==> config.mk <==
export PLATFORM = sky130hd
export DESIGN_NAME = msx_slot_master
export DESIGN_NICKNAME = d
export VERILOG_FILES = /design/src/rtl/msx_bus_pkg.sv /design/src/rtl/msx_slot_master_sync.sv /design/src/rtl/msx_slot_master.sv
export SDC_FILE = /design/constraint.sdc
export NUM_CORES = 1
export LEC_CHECK = 0
export CORE_MARGIN = 4
export CORE_UTILIZATION = 42
export CTS_CLUSTER_SIZE = 16
export DETAILED_ROUTE_END_ITERATION = 8
export PLACE_DENSITY = 0.77
export SYNTH_ARGS = -nofsm -noshare
export SYNTH_HDL_FRONTEND = slang
export SYNTH_SLANG_ARGS = --single-unit
==> constraint.sdc <==
create_clock -name clk -period 1.9 [get_ports clk]
set_clock_uncertainty 0.15 [all_clocks]
set_input_delay 0.38 -clock clk [delete_from_list [all_inputs] [get_ports clk]]
set_output_delay 0.38 -clock clk [all_outputs]
set_load 0.05 [all_outputs]
==> src/rtl/msx_bus_pkg.sv <==
`default_nettype none
// +--------------------------------------------------------------------------+
// | Module   : msx_bus_pkg                                                   |
// | Purpose  : Shared constants for the MSX slot bus master: Z80 I/O cycle   |
// |            state encoding and the default clk-per-T-state ratio.         |
// | Ports    : none (package)                                                |
// | Revision : 1.0 - initial release                                         |
// +--------------------------------------------------------------------------+
package msx_bus_pkg;

  // 42.95 MHz system clock / 3.58 MHz Z80 clock
  localparam int unsigned c_t_clks_default = 12;

  localparam int unsigned c_state_w = 3;

  localparam logic [c_state_w-1:0] c_st_idle = 3'd0;
  localparam logic [c_state_w-1:0] c_st_t1   = 3'd1;
  localparam logic [c_state_w-1:0] c_st_t2   = 3'd2;
  localparam logic [c_state_w-1:0] c_st_tw   = 3'd3;
  localparam logic [c_state_w-1:0] c_st_t3   = 3'd4;

endpackage
`default_nettype wire

==> src/rtl/msx_slot_master_sync.sv <==
`default_nettype none
// +--------------------------------------------------------------------------+
// | Module   : msx_slot_master_sync                                          |
// | Purpose  : Two-flop synchroniser for the asynchronous slot WAIT line.    |
// | Ports    : clk      - system clock                                      |
// |            reset_n  - asynchronous active-low reset                     |
// |            d        - asynchronous input                                |
// |            q        - synchronised output (2 clk latency)               |
// | Revision : 1.0 - initial release                                         |
// +--------------------------------------------------------------------------+
module msx_slot_master_sync (
  input  logic clk,
  input  logic reset_n,
  input  logic d,
  output logic q
);

  logic meta_q, meta_d;
  logic sync_q, sync_d;

  always_comb begin
    meta_d = d;
    sync_d = meta_q;
  end

  always_ff @(posedge clk or negedge reset_n) begin
    if (!reset_n) begin
      meta_q <= 1'b0;
      sync_q <= 1'b0;
    end else begin
      meta_q <= meta_d;
      sync_q <= sync_d;
    end
  end

  assign q = sync_q;

endmodule
`default_nettype wire

==> src/rtl/msx_slot_master.sv <==
`default_nettype none
// +--------------------------------------------------------------------------+
// | Module   : msx_slot_master                                               |
// | Purpose  : Bridges the internal request bus onto the MSX cartridge slot  |
// |            as Z80-style I/O cycles (T1, T2, TW..., T3), each T-state    |
// |            lasting T_CLKS system clocks.                                |
// | Ports    : clk, reset_n            - clock, async active-low reset      |
// |            bus_*                   - internal request/response bus      |
// |            p_slot_*                - slot address/strobes/data/wait     |
// |            bus_timeout             - one-cycle WAIT timeout pulse       |
// | Options  : MSX_SLOT_MASTER_WAIT_TIMEOUT_EN - bound WAIT extension to    |
// |            TIMEOUT_CLKS clocks; reads that time out return 8'hFF.       |
// | Revision : 1.0 - initial release                                         |
// +--------------------------------------------------------------------------+
module msx_slot_master
  import msx_bus_pkg::*;
#(
  parameter int unsigned T_CLKS       = c_t_clks_default,
  parameter int unsigned TIMEOUT_CLKS = 4096
) (
  input  logic       clk,
  input  logic       reset_n,
  // internal bus
  input  logic [7:0] bus_address,
  input  logic       bus_ioreq,
  input  logic       bus_write,
  input  logic       bus_valid,
  output logic       bus_ready,
  input  logic [7:0] bus_wdata,
  output logic [7:0] bus_rdata,
  output logic       bus_rdata_en,
  output logic       bus_timeout,
  // slot
  output logic [7:0] p_slot_address,
  output logic       p_slot_ioreq_n,
  output logic       p_slot_rd_n,
  output logic       p_slot_wr_n,
  output logic [7:0] p_slot_data_out,
  output logic       p_slot_data_oe,
  input  logic [7:0] p_slot_data_in,
  input  logic       p_slot_wait
);

  localparam int unsigned PH_W = (T_CLKS > 1) ? $clog2(T_CLKS) : 1;
  localparam logic [PH_W-1:0] c_ph_last = PH_W'(T_CLKS - 1);

  logic [c_state_w-1:0] state_q, state_d;
  logic [PH_W-1:0]      phase_q, phase_d;
  logic [7:0]           addr_q, addr_d;
  logic [7:0]           wdata_q, wdata_d;
  logic [7:0]           rdata_q, rdata_d;
  logic                 write_q, write_d;
  logic                 rdata_en_q, rdata_en_d;

  logic wait_s;
  logic phase_last;
  logic accept;
  logic cycle_end;   // last clock of T3: next edge enters IDLE
  logic tmo_hit;     // WAIT extension exhausted this clock
  logic tmo_flag;    // current cycle was cut short by the timeout

  msx_slot_master_sync u_wait_sync (
    .clk     (clk),
    .reset_n (reset_n),
    .d       (p_slot_wait),
    .q       (wait_s)
  );

  assign phase_last = (phase_q == c_ph_last);
  assign accept     = (state_q == c_st_idle) && bus_valid && bus_ioreq;
  assign cycle_end  = (state_q == c_st_t3) && phase_last;

`ifdef MSX_SLOT_MASTER_WAIT_TIMEOUT_EN
  localparam int unsigned TW_W = $clog2(TIMEOUT_CLKS + 1);

  logic [TW_W-1:0] wcnt_q, wcnt_d;
  logic            extra_q, extra_d;   // inside a repeated (WAIT-extended) TW
  logic            tmo_q, tmo_d;
  logic            timeout_q, timeout_d;

  assign tmo_hit  = (state_q == c_st_tw) && extra_q &&
                    (wcnt_q == TW_W'(TIMEOUT_CLKS - 1));
  assign tmo_flag = tmo_q;

  always_comb begin
    wcnt_d    = wcnt_q;
    extra_d   = extra_q;
    tmo_d     = tmo_q;
    timeout_d = cycle_end && tmo_q;
    if (accept) begin
      wcnt_d  = '0;
      extra_d = 1'b0;
      tmo_d   = 1'b0;
    end else if (state_q == c_st_tw) begin
      if (extra_q) wcnt_d = wcnt_q + TW_W'(1);
      if (tmo_hit) tmo_d = 1'b1;
      else if (phase_last && wait_s) extra_d = 1'b1;
    end
  end

  always_ff @(posedge clk or negedge reset_n) begin
    if (!reset_n) begin
      wcnt_q    <= '0;
      extra_q   <= 1'b0;
      tmo_q     <= 1'b0;
      timeout_q <= 1'b0;
    end else begin
      wcnt_q    <= wcnt_d;
      extra_q   <= extra_d;
      tmo_q     <= tmo_d;
      timeout_q <= timeout_d;
    end
  end

  assign bus_timeout = timeout_q;
`else
  logic unused_timeout_cfg;
  assign unused_timeout_cfg = (TIMEOUT_CLKS == 0);
  assign tmo_hit     = 1'b0;
  assign tmo_flag    = 1'b0;
  assign bus_timeout = 1'b0;
`endif

  // ---------------- FSM: state register ----------------
  always_ff @(posedge clk or negedge reset_n) begin
    if (!reset_n) begin
      state_q <= c_st_idle;
      phase_q <= '0;
    end else begin
      state_q <= state_d;
      phase_q <= phase_d;
    end
  end

  // ---------------- FSM: next state ----------------
  always_comb begin
    state_d = state_q;
    phase_d = phase_q;
    if (state_q == c_st_idle) begin
      phase_d = '0;
      if (accept) state_d = c_st_t1;
    end else begin
      phase_d = phase_last ? '0 : phase_q + PH_W'(1);
      if (tmo_hit) begin
        // abandon the WAIT extension; T3 still runs its full length
        state_d = c_st_t3;
        phase_d = '0;
      end else if (phase_last) begin
        case (state_q)
          c_st_t1: state_d = c_st_t2;
          c_st_t2: state_d = c_st_tw;
          c_st_tw: state_d = wait_s ? c_st_tw : c_st_t3;
          default: state_d = c_st_idle;
        endcase
      end
    end
  end

  // ---------------- FSM: outputs ----------------
  always_comb begin
    logic strobe;
    strobe          = (state_q == c_st_t2) || (state_q == c_st_tw) ||
                      (state_q == c_st_t3);
    bus_ready       = (state_q == c_st_idle);
    p_slot_ioreq_n  = !strobe;
    p_slot_rd_n     = !(strobe && !write_q);
    p_slot_wr_n     = !(strobe && write_q);
    p_slot_data_oe  = (state_q != c_st_idle) && write_q;
    p_slot_data_out = wdata_q;
    p_slot_address  = addr_q;
    bus_rdata       = rdata_q;
    bus_rdata_en    = rdata_en_q;
  end

  // ---------------- request latch and read capture ----------------
  always_comb begin
    addr_d     = addr_q;
    wdata_d    = wdata_q;
    write_d    = write_q;
    rdata_d    = rdata_q;
    rdata_en_d = cycle_end && !write_q;
    if (accept) begin
      addr_d  = bus_address;
      wdata_d = bus_wdata;
      write_d = bus_write;
    end
    if (cycle_end && !write_q) rdata_d = tmo_flag ? 8'hFF : p_slot_data_in;
  end

  always_ff @(posedge clk or negedge reset_n) begin
    if (!reset_n) begin
      addr_q     <= 8'h00;
      wdata_q    <= 8'h00;
      write_q    <= 1'b0;
      rdata_q    <= 8'h00;
      rdata_en_q <= 1'b0;
    end else begin
      addr_q     <= addr_d;
      wdata_q    <= wdata_d;
      write_q    <= write_d;
      rdata_q    <= rdata_d;
      rdata_en_q <= rdata_en_d;
    end
  end

endmodule
`default_nettype wire

==> results of run 1 <==
report_power, final:
group	switching [uW]	internal, uW
Sequential	210	1010
Clock	243	138
Combinational	1230	956
critical path: cells and delay by family (launching register included):
| family | cells | cell delay [ps] |
|---|---|---|
| multiplexers | 1 | 180 |
| AND/OR/NAND/NOR | 1 | 240 |
| flip-flops | 1 | 450 |
| buffers and inverters | 2 | 280 |
metrics by stage:
step,TNS (ps),utilization [%]
after floorplan,-4010,-
after global placement,0,62.0
after detailed placement,0,62.0
after CTS,-353,66.5
after global routing,-461,66.2
final,-221,66.2
Yosys cell counts, types with 2 or more instances:
library cell | instances | area [sq um]
and2b_2 | 2 | 17.5
nand2_1 | 2 | 7.51
inv_1 | 3 | 11.3
and3b_1 | 2 | 17.5
nor2_1 | 4 | 15.0
mux2i_1 | 3 | 30.0
mux2_2 | 15 | 169
buf_2 | 2 | 10.0
mux2_4 | 10 | 150
dfrtp_1 | 35 | 876
a21oi_1 | 2 | 10.0
routing by layer:
metal | share of wire, % | GRT usage [%] | wire (um) | up-vias
met5 | 0 | 0 | 0 | -
met4 | 1.6 | 5.96 | 49 | 0
met3 | 7.1 | 5.42 | 220 | 6
met2 | 50 | 24.8 | 1570 | 40
met1 | 41 | 17.7 | 1270 | 490
li1 | - | - | - | 486
cells in the final DEF, fill, tap and decap left out, drive strengths merged:
master / instances
a21o: 1
a21oi: 2
a22o: 1
a31o: 1
and2b: 2
and3: 1
and3b: 2
buf: 42
clkbuf: 5
clkdlybuf4s50: 28
clkinv: 3
conb: 1
dfrtp: 35
dlygate4sd3: 1
ha: 1
inv: 3
mux2: 25
mux2i: 3
nand2: 2
nand2b: 1
nand4: 1
nand4b: 1
nor2: 4
nor3: 2
o21ai: 1
o31ai: 1
or2: 1
or4b: 1
xor2: 1
area by class of cell:
cell class                      count  area (sq um)
Clock buffer                        5          37.5
Clock inverter                      3          15.0
Fill cell                         254          1150
Inverter                            3          11.3
Multi-Input combinational cell     56           587
Sequential cell                    35           880
Tap cell                           46          57.6
Timing Repair Buffer               71           656
what timing repair did:
action	4_1_cts	5_1_grt
resized for setup	11	0
hold buffers	1	0
setup buffers	7	0
setup endpoints to repair	4	5
hold endpoints to repair	35	0
pin swaps	1	1
worst paths after layout:
| kind | from | end | slack (ps) | cells after the start |
|---|---|---|---|---|
| worst max-delay path | state_q[2] | p_slot_rd_n | -120 | 4 |
| worst min-delay path | u_wait_sync.meta_q | u_wait_sync.q | 210 | 0 |
| worst max register to register | state_q[2] | p_slot_data_out[7] | 80 | 4 |
| worst min register to register | u_wait_sync.meta_q | u_wait_sync.q | 210 | 0 |
| max in group asynchronous | reset_n | state_q[0] | 590 | 2 |
| min in group asynchronous | reset_n | write_q | 480 | 2 |
cells by family (layout without fill, tap and decap cells):
group	count (synthesis)	in the layout	share of synthesized area, %
AO/OA/AOI/OAI	7	7	3.16
flip-flops	35	35	58.1
other	1	1	0.249
XOR/XNOR	1	1	0.582
adder cells (fa/ha/maj)	1	1	0.830
AND/OR/NAND/NOR	18	18	8.89
multiplexers	28	28	23.2
buffers and inverters	9	82	4.98
flip-flops by register name, summed over array words and instances (netlist names):
name / cells
bus_rdata: 8
p_slot_data_out: 8
p_slot_address: 8
state_q: 3
u_wait_sync.meta_q: 1
write_q: 1
phase_q: 4
bus_rdata_en: 1
u_wait_sync.q: 1
==> results.md, run 1 <==
* Final Setup Violations at 3
* Congestion Overflow GR at 0
* Die Footprint at 4610 sq um
* Synthesized area at 1510 sq um
* YS warnings at 0
* Layout cells sized above 1 at 51.4%
* Max clock buf depth at 2
* TritonCTS clock tree: yes
* Mapped Cells at 100
* Port bufs at 59
* Number of flops mapped to enable cells by yosys at 0
* Dpl hpwl at 2310 um
* Die Y at 67.9 um
* 1st-iter DRT viols at 9
* Root buf cell: clkbuf_4
* Synth cell types at 31
* Core footprint at 3390 sq um
* Die W at 67.9 um
* Starting Density at 44.4%
* Via density at 4.67
* Worst hold margin at 210 ps
* #FFs+latches synth at 35
* Nets@finish at 203
* Total track usage at 15.0%
* Worst Hold Class: reg -> reg
* Synthesized Nets at 131
* Antenna diodes at 0
* Kind of critical path: reg -> out
* FP Rows at 21
* Final setup margin at -116 ps
* Clock transition at path regs at 100 ps
* PD cells at 1690 nW/um^2
* I/O pin cnt at 61
* Total Power at 3790 uW
* Antenna violations before repair at 0
* Crit-path max FO at 3
* Primary FF master, synth: dfrtp_1
* RSZ-0062 raised after global routing: yes
* Largest net degree at the start of global routing at 36
* Clock Sinks at 35
* Fraction of registers with async set/reset at 100%
* Crit-path max cell delay at 450 ps
* Fmax at 0.496 GHz
* Final Wtd Congestion at 0.818
* Final wirelength at 3110 um
* Drt wl/cell at 14.2 um
* Final Hold Viols at 0
* Inserted Clock Buffers at 5
* Clk_lat worst skew at 330 ps
* Pre-CTS WS at 2.34 ps
* Leak pwr at 0.00107 uW
* # DRC at 0
* Dpl cells at 204
* Vias in the first global route at 1102
* Final worst-path cycle share at 106%
* Finished Cell Area at 2240 sq um
* Kind of start point of the critical path: flop
* Relative slew slack at 50.3%
* Placed instance area at 2100 sq um
* Min cycle time layout at 2020 ps
* Final ANT Viol Nets at 0
* Via count at 1022
* Synth-to-Final Area Change at 48.9%
* 1st-pass router iterations at 3
* Data required time of the worst path at 1370 ps
* First-pass GRT wire length at 4940 um
* # H-tree levels at 2
* Max IR drop VDD at 1.20 mV
* Status: finished with violations
* Arr. time, crit path at 1490 ps
* Max-cap violations at 0
* Post-synthesis sequential area ratio at 58.1%
* Max-slew violation count at 0
* Worst Tran Pin Value at 746 ps
* Failing checks: negative setup slack
* Fin cells at 219
* Synthesized area per cell at 15.1 sq um
* Slowest CP cell: dfrtp_2
* Crit path cell chain: buf_6, mux2i_4, or2_4, buf_8
* CP Capture Type: output pin
No activity file was read; power rests on OpenSTA's default activity.
==> run 2, diff against run 1 <==
- SKIP_CTS_REPAIR_TIMING: not set -> 1
==> run 2 against run 1 <==
Effect of this change: the run still ends with negative setup slack left; total power increased by 0.41%; fmax is 0.39% lower; wire length shrank 0.26%; sequential share of layout area is 0.13 points lower; clock-buffer cell count unchanged; cell area increased by 0.33%; via count grew 0.39%; sequential power hardly changed; hold slack improved by 4.1 ps; critical path depth unchanged; largest cell class unchanged; register-to-register slack improved by 60 ps.
==> results.md, run 2 (synthesis results as in run 1) <==
* Max IR drop VDD at 1.19 mV
* Die Y at 67.9 um
* 1st-pass router iterations at 3
* Largest net degree at the start of global routing at 36
* Final setup margin at -124 ps
* Final Setup Violations at 5
* Clock transition at path regs at 110 ps
* Layout cells sized above 1 at 51.4%
* Dpl hpwl at 2310 um
* RSZ-0062 raised after global routing: yes
* Fin cells at 219
* Clk_lat worst skew at 340 ps
* Max clock buf depth at 2
* PD cells at 1690 nW/um^2
* Final Hold Viols at 0
* Met3 Usage GRT at 5.42%
* # DRC at 0
* Antenna diodes at 0
* Antenna violations before repair at 0
* Final ANT Viol Nets at 0
* Max-cap violations at 0
* Data required time of the worst path at 1370 ps
* Die W at 67.9 um
* First-pass GRT wire length at 4650 um
* Via density at 4.68
* Worst Tran Pin Value at 743 ps
* Worst Hold Class: reg -> reg
* 1st-iter DRT viols at 5
* Nets@finish at 203
* Clock Sinks at 35
* Worst hold margin at 214 ps
* Port bufs at 59
* Kind of start point of the critical path: flop
* Most frequent cells in the layout: 33 x buf_4, 32 x dfrtp_1, 28 x clkdlybuf4s50_1
* I/O pin cnt at 61
* Failing checks: negative setup slack
* Starting Density at 44.4%
* Root buf cell: clkbuf_4
* Crit-path max FO at 4
* Congestion Overflow GR at 0
* Fmax at 0.494 GHz
* CP Capture Type: output pin
* TritonCTS clock tree: yes
* Met1 usage at 15.7%
* GRT Max-Usage Layer: met2
* Inserted Clock Buffers at 5
* Die Footprint at 4610 sq um
* Drt wl/cell at 14.2 um
* Via count at 1026
* # H-tree levels at 2
* Grt met2 use at 24.1%
* Synth-to-Final Area Change at 49.4%
* Relative slew slack at 50.5%
* Final worst-path cycle share at 107%
* Core footprint at 3390 sq um
* Vias in the first global route at 1074
* Status: finished with violations
* Min cycle time layout at 2020 ps
* Commonest non-fill, non-tap cell in the layout: buf_4
* Dpl cells at 204
* Leak pwr at 0.00107 uW
* Total track usage at 14.1%
* Arr. time, crit path at 1490 ps
* Max-slew violation count at 0
* FP Rows at 21
* Final Wtd Congestion at 0.818
* Total negative slack at -368 ps
* Kind of critical path: reg -> out
* Final wirelength at 3110 um
==> run 2: worst max-delay path, stage by stage (launching register included) <==
cell	delay (ps)
dfrtp_2	450
buf_6	140
mux2i_4	180
or2_4	240
buf_8	150
==> run 2: final cells by class <==
class	instances	area, sq um
multi-input combinational	56	587
inverter	3	11.3
timing repair buffer	71	663
clock buffer	5	37.5
fill	256	1140
sequential	35	880
tap	46	57.6
clock inverter	3	15.0
==> run 2: per-stage QoR <==
step,cell area (sq um),total power (uW),setup slack [ps],utilization (%)
final,2250,3810,-124,66.4
after global routing,2250,3990,-193,66.4
after CTS,2150,3670,-318,63.6
after detailed placement,2100,3280,2.34,62.0
after global placement,2100,3220,37.4,62.0
after floorplan,1520,2600,-271,-
==> run 2: path summary, 6_finish.rpt <==
path / startpoint / cells after the start / slack [ps] / end
setup / recovery: state_q[2] / 4 / -120 / p_slot_rd_n
hold / removal: u_wait_sync.meta_q / 0 / 210 / u_wait_sync.q
setup reg to reg: state_q[1] / 3 / 140 / p_slot_address[5]
hold reg to reg: u_wait_sync.meta_q / 0 / 210 / u_wait_sync.q
max in group asynchronous: reset_n / 2 / 600 / state_q[0]
min in group asynchronous: reset_n / 2 / 480 / write_q
==> run 2: layer usage <==
metal / wire [um] / vias to the layer above
met5: 0 / -
met4: 49 / 0
met3: 235 / 6
met2: 1570 / 42
met1: 1260 / 490
li1: - / 488
==> run 2: report_power, final <==
group | switching (uW) | internal (uW) | leakage [uW]
clock | 243 | 138 | 0.0000347
combinational | 1230 | 970 | 0.000619
sequential | 213 | 1010 | 0.000418
